## src/rtl/uart_rx_fifo_cfg.sv

```systemverilog
// UART receiver with runtime parity / stop-bit configuration and an
// integrated first-word-fall-through receive FIFO. Each FIFO entry carries
// the received data plus parity-error and framing-error tags.
//
// Handshake: the read port is FWFT. When empty_o_rxc is low, the head word
// is already visible on rd_data_o_rxc/rd_perr_o_rxc/rd_ferr_o_rxc, and
// rd_en_i_rxc pops it on the next clock edge. rd_en_i_rxc while empty is
// ignored. The receive side has no backpressure: a frame that completes
// while the FIFO is full (and not being popped in the same cycle) is dropped
// and raises the sticky overflow flag.
module uart_rx_fifo_cfg #(
  parameter int DATA_WIDTH = 8,
  parameter int FIFO_DEPTH = 32,
  parameter int BAUD_W     = 17
) (
  input  logic                            clk_i_rxc,
  input  logic                            rst_i_rxc,
  input  logic                            active_i_rxc,
  input  logic                            data_i_serial_rxc,
  input  logic [BAUD_W-1:0]               baud_div_rxc,
  input  logic                            parity_en_i_rxc,
  input  logic                            parity_odd_i_rxc,
  input  logic                            two_stop_i_rxc,
  input  logic                            rd_en_i_rxc,
  input  logic                            clear_err_i_rxc,
  output logic [DATA_WIDTH-1:0]           rd_data_o_rxc,
  output logic                            rd_perr_o_rxc,
  output logic                            rd_ferr_o_rxc,
  output logic                            full_o_rxc,
  output logic                            empty_o_rxc,
  output logic [$clog2(FIFO_DEPTH+1)-1:0] count_o_rxc,
  output logic                            overflow_o_rxc,
  output logic                            busy_o_rxc,
  output logic [2:0]                      state_dbg_rxc
);

  localparam int AW = $clog2(FIFO_DEPTH);
  localparam int CW = $clog2(FIFO_DEPTH+1);
  localparam int IW = $clog2(DATA_WIDTH);
  localparam int WW = DATA_WIDTH + 2;

  typedef enum logic [2:0] {
    S_IDLE      = 3'd0,
    S_START     = 3'd1,
    S_DATA      = 3'd2,
    S_PARITY    = 3'd3,
    S_STOP      = 3'd4,
    S_WAIT_IDLE = 3'd5
  } state_t;

  state_t state, state_next;

  logic                  sync1, sync2, sync_prev;
  logic                  line, fall;
  logic [BAUD_W-1:0]     baud_cnt;
  logic [BAUD_W-1:0]     half_m1, bit_m1;
  logic                  mid_start, tick;
  logic [IW-1:0]         bit_idx;
  logic [DATA_WIDTH-1:0] shift;
  logic                  cfg_par_en, cfg_par_odd, cfg_two_stop;
  logic                  perr_r, ferr_r, stop_idx;
  logic                  ferr_now, stop_last;
  logic                  push;
  logic [WW-1:0]         push_word;

  logic [WW-1:0]         mem [FIFO_DEPTH];
  logic [AW-1:0]         wr_ptr, rd_ptr;
  logic [CW-1:0]         count;
  logic                  pop, push_ok;
  logic [WW-1:0]         head;

  assign line      = sync2;
  assign fall      = sync_prev & ~sync2;
  assign half_m1   = (baud_div_rxc >> 1) - BAUD_W'(1);
  assign bit_m1    = baud_div_rxc - BAUD_W'(1);
  assign mid_start = (baud_cnt == half_m1);
  assign tick      = (baud_cnt == bit_m1);
  assign ferr_now  = ferr_r | ~line;
  assign stop_last = (stop_idx == cfg_two_stop);
  assign push_word = {perr_r, ferr_now, shift};

  // Two-flop synchronizer on the asynchronous serial line, plus edge history.
  always_ff @(posedge clk_i_rxc or posedge rst_i_rxc) begin
    if (rst_i_rxc) begin
      sync1     <= 1'b1;
      sync2     <= 1'b1;
      sync_prev <= 1'b1;
    end else begin
      sync1     <= data_i_serial_rxc;
      sync2     <= sync1;
      sync_prev <= sync2;
    end
  end

  // FSM state register.
  always_ff @(posedge clk_i_rxc or posedge rst_i_rxc) begin
    if (rst_i_rxc) state <= S_IDLE;
    else           state <= state_next;
  end

  // Next-state and push decode; deasserting active aborts any frame silently.
  always_comb begin
    state_next = state;
    push       = 1'b0;
    case (state)
      S_IDLE:      if (fall) state_next = S_START;
      S_START:     if (mid_start) state_next = line ? S_IDLE : S_DATA;
      S_DATA:      if (tick && bit_idx == IW'(DATA_WIDTH-1))
                     state_next = cfg_par_en ? S_PARITY : S_STOP;
      S_PARITY:    if (tick) state_next = S_STOP;
      S_STOP:      if (tick && stop_last) begin
                     push       = 1'b1;
                     state_next = ferr_now ? S_WAIT_IDLE : S_IDLE;
                   end
      S_WAIT_IDLE: if (line) state_next = S_IDLE;
      default:     state_next = S_IDLE;
    endcase
    if (!active_i_rxc) begin
      state_next = S_IDLE;
      push       = 1'b0;
    end
  end

  // Receive datapath: bit timing, shift register, latched config, error tags.
  always_ff @(posedge clk_i_rxc or posedge rst_i_rxc) begin
    if (rst_i_rxc) begin
      baud_cnt     <= '0;
      bit_idx      <= '0;
      shift        <= '0;
      cfg_par_en   <= 1'b0;
      cfg_par_odd  <= 1'b0;
      cfg_two_stop <= 1'b0;
      perr_r       <= 1'b0;
      ferr_r       <= 1'b0;
      stop_idx     <= 1'b0;
    end else begin
      if (state == S_IDLE || state_next != state || tick) baud_cnt <= '0;
      else                                                baud_cnt <= baud_cnt + BAUD_W'(1);

      if (state == S_IDLE && fall && active_i_rxc) begin
        cfg_par_en   <= parity_en_i_rxc;
        cfg_par_odd  <= parity_odd_i_rxc;
        cfg_two_stop <= two_stop_i_rxc;
        perr_r       <= 1'b0;
        ferr_r       <= 1'b0;
        stop_idx     <= 1'b0;
        bit_idx      <= '0;
      end

      if (state == S_DATA && tick) begin
        shift   <= {line, shift[DATA_WIDTH-1:1]};
        bit_idx <= bit_idx + IW'(1);
      end

      if (state == S_PARITY && tick)
        perr_r <= ((^shift) ^ line) != cfg_par_odd;

      if (state == S_STOP && tick) begin
        ferr_r   <= ferr_now;
        stop_idx <= 1'b1;
      end
    end
  end

  // FIFO bookkeeping: pop-then-push allowed when full, refused pushes flag overflow.
  assign pop     = rd_en_i_rxc & (count != '0);
  assign push_ok = push & ((count != CW'(FIFO_DEPTH)) | pop);

  // FIFO storage, pointers, occupancy and sticky overflow.
  always_ff @(posedge clk_i_rxc or posedge rst_i_rxc) begin
    if (rst_i_rxc) begin
      for (int i = 0; i < FIFO_DEPTH; i++) mem[i] <= '0;
      wr_ptr   <= '0;
      rd_ptr   <= '0;
      count    <= '0;
      overflow_o_rxc <= 1'b0;
    end else begin
      if (push_ok) begin
        mem[wr_ptr] <= push_word;
        wr_ptr      <= wr_ptr + AW'(1);
      end
      if (pop) rd_ptr <= rd_ptr + AW'(1);
      case ({push_ok, pop})
        2'b10:   count <= count + CW'(1);
        2'b01:   count <= count - CW'(1);
        default: count <= count;
      endcase
      if (push && !push_ok)  overflow_o_rxc <= 1'b1;
      else if (clear_err_i_rxc) overflow_o_rxc <= 1'b0;
    end
  end

  assign head          = mem[rd_ptr];
  assign rd_data_o_rxc = head[DATA_WIDTH-1:0];
  assign rd_ferr_o_rxc = head[DATA_WIDTH];
  assign rd_perr_o_rxc = head[DATA_WIDTH+1];
  assign count_o_rxc   = count;
  assign empty_o_rxc   = (count == '0);
  assign full_o_rxc    = (count == CW'(FIFO_DEPTH));
  assign busy_o_rxc    = (state != S_IDLE);
  assign state_dbg_rxc = state;

endmodule

```

## config.mk

```make
export PLATFORM = sky130hd
export DESIGN_NAME = uart_rx_fifo_cfg
export DESIGN_NICKNAME = d
export VERILOG_FILES = /design/src/rtl/uart_rx_fifo_cfg.sv
export SDC_FILE = /design/constraint.sdc
export NUM_CORES = 1
export LEC_CHECK = 0
export ABC_AREA = 1
export BUFFER_PORTS_ARGS = -buffer_cell sky130_fd_sc_hd__buf_2
export CAP_MARGIN = 20
export CORE_AREA = 2 2 187 189
export DETAILED_ROUTE_END_ITERATION = 10
export DIE_AREA = 0 0 189 191
export PLACE_DENSITY = 0.74
export RECOVER_POWER = 25
export SYNTH_ARGS = -nofsm -noshare
export SYNTH_HDL_FRONTEND = slang
export SYNTH_SLANG_ARGS = --single-unit
export TNS_END_PERCENT = 30
```

## constraint.sdc

```tcl
create_clock -name clk_i_rxc -period 14.45 [get_ports clk_i_rxc]
set_clock_uncertainty 0.15 [all_clocks]
set_input_delay 4.335 -clock clk_i_rxc [delete_from_list [all_inputs] [get_ports clk_i_rxc]]
set_output_delay 4.335 -clock clk_i_rxc [all_outputs]
set_load 0.02 [all_outputs]
```

After elaboration in Yosys (flattened, before gate mapping)
Cells that the tools add are included.
{"block": "totals", "reg_bits": 377, "inputBits": 26, "output_inout_bits": 23, "elab_cells": 136}
{"block": "op_classes", "addsub": 8, "n_lt_le_gt_ge": 3, "eq_ne": 15, "muxes": 30, "bitwise_logic": 9, "reduce_logical": 22}
{"op": "$bwmux W320", "n": 1}
{"op": "$bmux W10 S5", "n": 1}
{"op": "$demux W10 S5", "n": 1}
{"op": "$eq A17 B17 Y1", "n": 2}
{"op": "$mux W3", "n": 11}
{"op": "$mux W10", "n": 3}
{"op": "$pmux W3 S6", "n": 1}
{"op": "$add A17 B1 Y17 const B", "n": 1}
{"op": "$mux W17", "n": 1}
{"op": "$sub A16 B1 Y17 const B", "n": 1}
{"op": "$sub A17 B1 Y17 const B", "n": 1}
{"op": "$ge A6 B6 Y1 const B", "n": 2}
{"op": "$not A5 Y6", "n": 2}
{"op": "$pmux W6 S2", "n": 1}
{"op": "$add A5 B1 Y5 const B", "n": 2}
{"op": "$reduce_bool A2 Y1", "n": 5}
{"op": "$eq A3 B3 Y1 const B", "n": 3}
{"op": "$logic_and A1 B1 Y1", "n": 9}
{"op": "$mux W1", "n": 9}
{"op": "$reduce_xor A8 Y1", "n": 1}
{"op": "$add A6 B1 Y6 const B", "n": 1}
{"op": "$eq A3 B2 Y1 const B", "n": 2}
{"op": "$eq A6 B6 Y1 const B", "n": 1}
{"op": "$logic_not A6 Y1", "n": 1}
{"op": "20 further kinds", "n": 24}

Depth between registers and ports, before layout
{"block": "logic_depth", "depth_word": 10, "depth_mapped": 29, "ltp_nobuf": 29}

Least setup slack after synthesis
OpenSTA, ideal clock, no wires.
{"block": "synth_path", "path_kind": "input -> register", "startpoint": "input port baud_div_rxc[1]", "endpoint": "register count[5] (netlist: count_o_rxc[5])", "setup_time_ns": 0.123, "t_arrival_ns": 7.347, "required_time_ns": 14.177, "setup_slack_ns": 6.830, "path_stages": 28, "path_buffers": 0, "path_cell_list": "inv_1 ha_1 inv_2 nor2_2 nand2_2 nor2_4 nand2_1 nand2_1 nand2_1 nor2_1 nand2_1 nor2_2 nand3_2 clkinv_2 nand2_4 nor2_8 nand2_8 ha_1 ha_1 a21oi_1 inv_1 a31oi_1 nor2_1 nor2_1 nor2_1 o21ai_0 nand3_1 xor2_1"}
{"block": "synth_between", "elab_chain_cells": 9, "elab_cells_between_ends": 11, "classes_between": "add/sub: 1; eq/ne: 3; mux: 4; bitwise: 1; reduce/logical: 2"}
{"element": "start: declaration", "line": "20", "source": "input logic [BAUD_W-1:0] baud_div_rxc,"}
{"element": "$sub A17 B1 Y17 *", "line": "75", "source": "assign bit_m1 = baud_div_rxc - BAUD_W'(1);"}
{"element": "$eq A17 B17 Y1 *", "line": "77", "source": "assign tick = (baud_cnt == bit_m1);"}
{"element": "$logic_and A1 B1 Y1 *", "line": "111", "source": "S_STOP: if (tick && stop_last) begin"}
{"element": "$mux W1 *", "line": "111"}
{"element": "$mux W1 *", "line": "105", "source": "case (state)"}
{"element": "$mux W1 *", "line": "118", "source": "if (!active_i_rxc) begin"}
{"element": "$and A1 B1 Y1 *", "line": "167", "source": "assign push_ok = push & ((count != CW'(FIFO_DEPTH)) | pop);"}
{"element": "$eq A2 B1 Y1 or $eq A2 B2 Y1 (tied branches)", "line": "183", "source": "case ({push_ok, pop})"}
{"element": "$pmux W6 S2 or $reduce_bool A2 Y1 (tied branches)"}
{"element": "end signal: assignment", "line": "184", "source": "2'b10: count <= count + CW'(1);"}
{"element": "end signal: assignment", "line": "185", "source": "2'b01: count <= count - CW'(1);"}
{"element": "end signal: assignment", "line": "186", "source": "default: count <= count;"}
{"element": "end: declaration", "line": "68", "source": "logic [CW-1:0] count;"}
Mark *: on every way between the ends. The rest lies on a longest branch, timed or not.
A chain may end at the register's enable or synchronous reset.

Worst setup path in the final report
{"block": "layout_path", "startpoint": "register rd_ptr[0]", "endpoint": "output port rd_data_o_rxc[0]"}
{"block": "layout_between", "elab_chain_cells": 4}
{"element": "start: declaration", "line": "67", "source": "logic [AW-1:0] wr_ptr, rd_ptr;"}
{"element": "start signal: assignment", "line": "182", "source": "if (pop) rd_ptr <= rd_ptr + AW'(1);"}
{"element": "$not A5 Y6 (not written as such)", "line": "193", "source": "assign head = mem[rd_ptr];"}
{"element": "$bmux W10 S5", "line": "193"}
{"element": "$mux W10 (not written as such) (2 in a row)", "line": "193"}
{"element": "end: declaration", "line": "26", "source": "output logic [DATA_WIDTH-1:0] rd_data_o_rxc,"}
Every way passes these cells. The select of a mux whose other input is x is not followed.

==> insert_results.sql <==
INSERT INTO impl_metrics (metric_group, metric, value, unit) VALUES
('sta', 'fin_tns_setup', '0', 'ns'),
('pwr', 'internal-power', '2.00', 'mW'),
('cts', 'post_cts.resized_instances', '0', ''),
('detailed_routing', 'dr.first_iter.drc_count', '1314', ''),
('sta', 'grt_setup_unrepaired', 'no', ''),
('setup_path', 'critPathCapture', 'rd_data_o_rxc[0]', ''),
('pwr', 'power.combinational.fraction', '0.307', ''),
('floorplan', 'die_h', '191', 'µm'),
('sta', 'setup_viol', '0', ''),
('setup_path', 'worstPathRequired', '9.97', 'ns'),
('cts', 'cts.root.buffer_cell', 'sky130_fd_sc_hd__clkbuf_16', ''),
('cts', 'cts_tree', 'yes', ''),
('detailed_routing', 'remaining_drcs', '0', ''),
('sta', 'timing.final.max_slew_violations', '43', ''),
('pwr', 'power.net_switching', '1.17', 'mW'),
('synth', 'synth-seq-area-share', '0.510', ''),
('detailed_routing', 'route.final.wire_length', '48.3', 'mm'),
('finish', 'fin_cells', '2703', ''),
('setup_path', 'r2r_start', 'baud_cnt[5]', ''),
('floorplan', 'die_x', '189', 'µm'),
('detailed_routing', 'route.antenna.remaining_nets', '0', ''),
('setup_path', 'crit-reg2reg-capture', 'count_o_rxc[5]', ''),
('global_routing', 'antenna_found_initial', '0', ''),
('setup_path', 'cell_with_the_largest_stage_delay_on_the_worst_path', 'sky130_fd_sc_hd__buf_4', ''),
('status', 'failing_checks', 'capacitance limit, slew limit', ''),
('setup_path', 'worst-path-max-fanout', '94', ''),
('placed_design', 'io_buffer_count', '48', ''),
('pwr', 'total_power_divided_by_cell_area', '157', 'nW/µm²'),
('setup_path', 'r2r_cells', '26', ''),
('flow_run', 'cap_violations', '1', ''),
('global_routing', 'grt_use_total', '0.275', ''),
('synth', 'mappedNetlistArea', '18500', 'µm²'),
('floorplan', 'initial_util', '0.542', ''),
('finish', 'syn_to_final_growth', '9.10', '%'),
('global_routing', 'top_usage_layer', 'met2', ''),
('global_routing', 'grt_util_met1', '0.378', ''),
('floorplan', 'pin_count', '49', ''),
('sta', 'max_slew_margin', '-0.460', ''),
('pwr', 'power.sequential.fraction', '0.357', ''),
('pwr', 'static-leakage-power', '9.05', 'nW'),
('floorplan', 'total_number_of_placement_rows', '68', ''),
('hold_path', 'holdCritPathClass', 'reg2reg', ''),
('finish', 'nNetsFinal', '2261', ''),
('sta', 'min_period_over_period', '0.592', ''),
('synth', 'netlist.top_cell.by_area', 'sky130_fd_sc_hd__dfrtp_1', ''),
('floorplan', 'coreArea', '34100', 'µm²'),
('finish', 'fraction_of_layout_instances_using_a_drive_strength_above_1', '0.0841', ''),
('synth', 'synth-seq-cells', '377', ''),
('placed_design', 'place_inst', '2629', ''),
('setup_path', 'worst_setup_path_start_kind', 'flop', ''),
('placed_design', 'gp_congestion', '0.866', ''),
('cts', 'cts_setup_buffers', '0', ''),
('sta', 'slew_worst_pin', '2.19', 'ns'),
('setup_path', 'startpoint', 'rd_ptr[0]', ''),
('status', 'status', 'finished with violations', ''),
('synth', 'avgSynthCellArea', '8.13', 'µm²'),
('detailed_routing', 'detail_route.wl_per_cell', '17.9', 'µm'),
('synth', 'number_of_warnings_reported_in_the_yosys_synthesis_log', '0', ''),
('global_routing', 'grt.met3_usage', '0.0431', ''),
('cts', 'clk_pin_slew', '0.06', 'ns'),
('cts', 'hold_buffers', '0', ''),
('synth', 'cell_count_after_synthesis', '2274', ''),
('sta', 'fmaxAchievable', '117', 'MHz'),
('setup_path', 'timing.critical_path.cells', 'inv_4 -> buf_4 -> o21ai_0 -> o22ai_1 -> nand2_1 -> nand3_1 -> o21ai_0 -> inv_1 -> buf_2', ''),
('finish', 'antenna-diode-count', '0', ''),
('global_routing', 'via_count_of_the_first_global_routing_pass', '15214', ''),
('sta', 'final_period_minus_worst_setup_slack', '8.55', 'ns'),
('detailed_routing', 'vias', '15624', ''),
('setup_path', 'worst-r2r-setup-slack', '10.63', 'ns'),
('cts', 'cts-buffers-inserted', '41', ''),
('setup_path', 'setup.worst_path.end_class', 'output port', '');
-- worst min path at each step --
stage / startpoint / endpoint / slack [ns] / cells after the start
after floorplan: sync1 / line / 0.20 / 0
after global placement: sync1 / line / 0.20 / 0
after detailed placement: sync1 / line / 0.20 / 0
after CTS: sync1 / line / 0.21 / 0
after global routing: sync1 / line / 0.22 / 0
final: sync1 / line / 0.21 / 0
-- registers in the layout (all words and copies together), names as in the netlist, 3 cells and up --
signal	flops
mem	320
baud_cnt	17
shift	8
count_o_rxc	6
rd_ptr	5
wr_ptr	5
bit_idx	3
state_dbg_rxc	3
-- area by class of cell --
cell class | count | area [µm²]
clock inverters | 16 | 203
repair buffers | 69 | 445
fillers | 2973 | 13900
well taps | 455 | 569
flip-flops and latches | 377 | 9440
clock buffers | 56 | 1170
inverters | 109 | 423
multi-input cells | 1621 | 7920
-- power by group through the flow --
| stage | clock network [mW] | registers (mW) | logic, mW |
|---|---|---|---|
| 2_1_floorplan | 0 | 1.12 | 0.674 |
| 3_5_place_dp | 0 | 1.15 | 0.954 |
| 3_3_place_gp | 0 | 1.15 | 0.944 |
| 6_report | 1.07 | 1.13 | 0.973 |
| 5_1_grt | 1.13 | 1.14 | 1.07 |
| 4_1_cts | 1.08 | 1.13 | 0.958 |
-- layer usage --
layer  share of wire  wire (µm)  up-vias
li1                -          -     7415
met1            0.44      21200     7560
met2            0.47      22600      558
met3           0.065       3160       91
met4           0.029       1410        0
met5               0          0        -
-- Yosys cell counts, drive strengths merged --
master	n
o22ai	48
o21ai	510
or2	1
o21a	1
nand2	576
o32ai	1
clkinv	2
o211ai	8
a31oi	3
nand4	18
nor2	251
dfstp	3
inv	107
nor4	2
o221ai	32
xor2	37
a21o	1
ha	15
buf	34
xnor2	21
dfrtp	374
nand3	61
nor3	18
a22o	1
fa	1
a32o	2
o21bai	2
clkbuf	133
nand3b	4
a21oi	7
-- metrics by stage --
stage | util | setup WS [ns] | area, µm² | hold slack (ns) | power [mW]
2_1_floorplan | - | 4.90 | 18500 | 0.195 | 1.79
3_3_place_gp | 0.549 | 6.35 | 18700 | 0.196 | 2.09
3_5_place_dp | 0.550 | 6.29 | 18800 | 0.202 | 2.10
4_1_cts | 0.591 | 6.04 | 20100 | 0.210 | 3.17
5_1_grt | 0.591 | 5.73 | 20200 | 0.215 | 3.33
6_report | 0.591 | 5.90 | 20200 | 0.214 | 3.17
-- cells in the final DEF, fill, tap and decap left out, drive strengths merged --
| cell | instances |
|---|---|
| xor2 | 37 |
| o21a | 1 |
| clkinv | 12 |
| nand2 | 576 |
| o221ai | 32 |
| xnor2 | 21 |
| o21ai | 510 |
| dfrtp | 374 |
| nor4 | 2 |
| a31oi | 3 |
| inv | 108 |
| o21bai | 2 |
| dfstp | 3 |
| or2 | 1 |
| clkinvlp | 1 |
| a21oi | 7 |
| buf | 67 |
| a32o | 2 |
| nand3b | 4 |
| nor2 | 251 |
| ha | 15 |
| o22ai | 48 |
| nand3 | 61 |
| nor3 | 18 |
| o211ai | 8 |
| o32ai | 1 |
| nand4 | 18 |
| bufinv | 4 |
| a22o | 1 |
| clkbuf | 58 |
| fa | 1 |
| a21o | 1 |
-- kinds of logic (layout without fill, tap and decap cells) --
group | Yosys count | count (layout) | synth area share
AOI/OAI and AO/OA | 616 | 616 | 0.180
buffers and inverters | 276 | 250 | 0.0616
DFF | 377 | 377 | 0.510
and+or+nand+nor | 931 | 931 | 0.209
xor gates and xnor gates | 58 | 58 | 0.0275
adders and majority gates | 16 | 16 | 0.0112
-- worst max-delay path, delay by kind of cell, from the launching register on --
family	cells	cell delay (ns)
flip-flops	1	0.76
AND/OR/NAND/NOR	2	0.33
AO/OA/AOI/OAI	3	0.57
buffers and inverters	4	1.71
No activity file was read; power rests on OpenSTA's default activity.
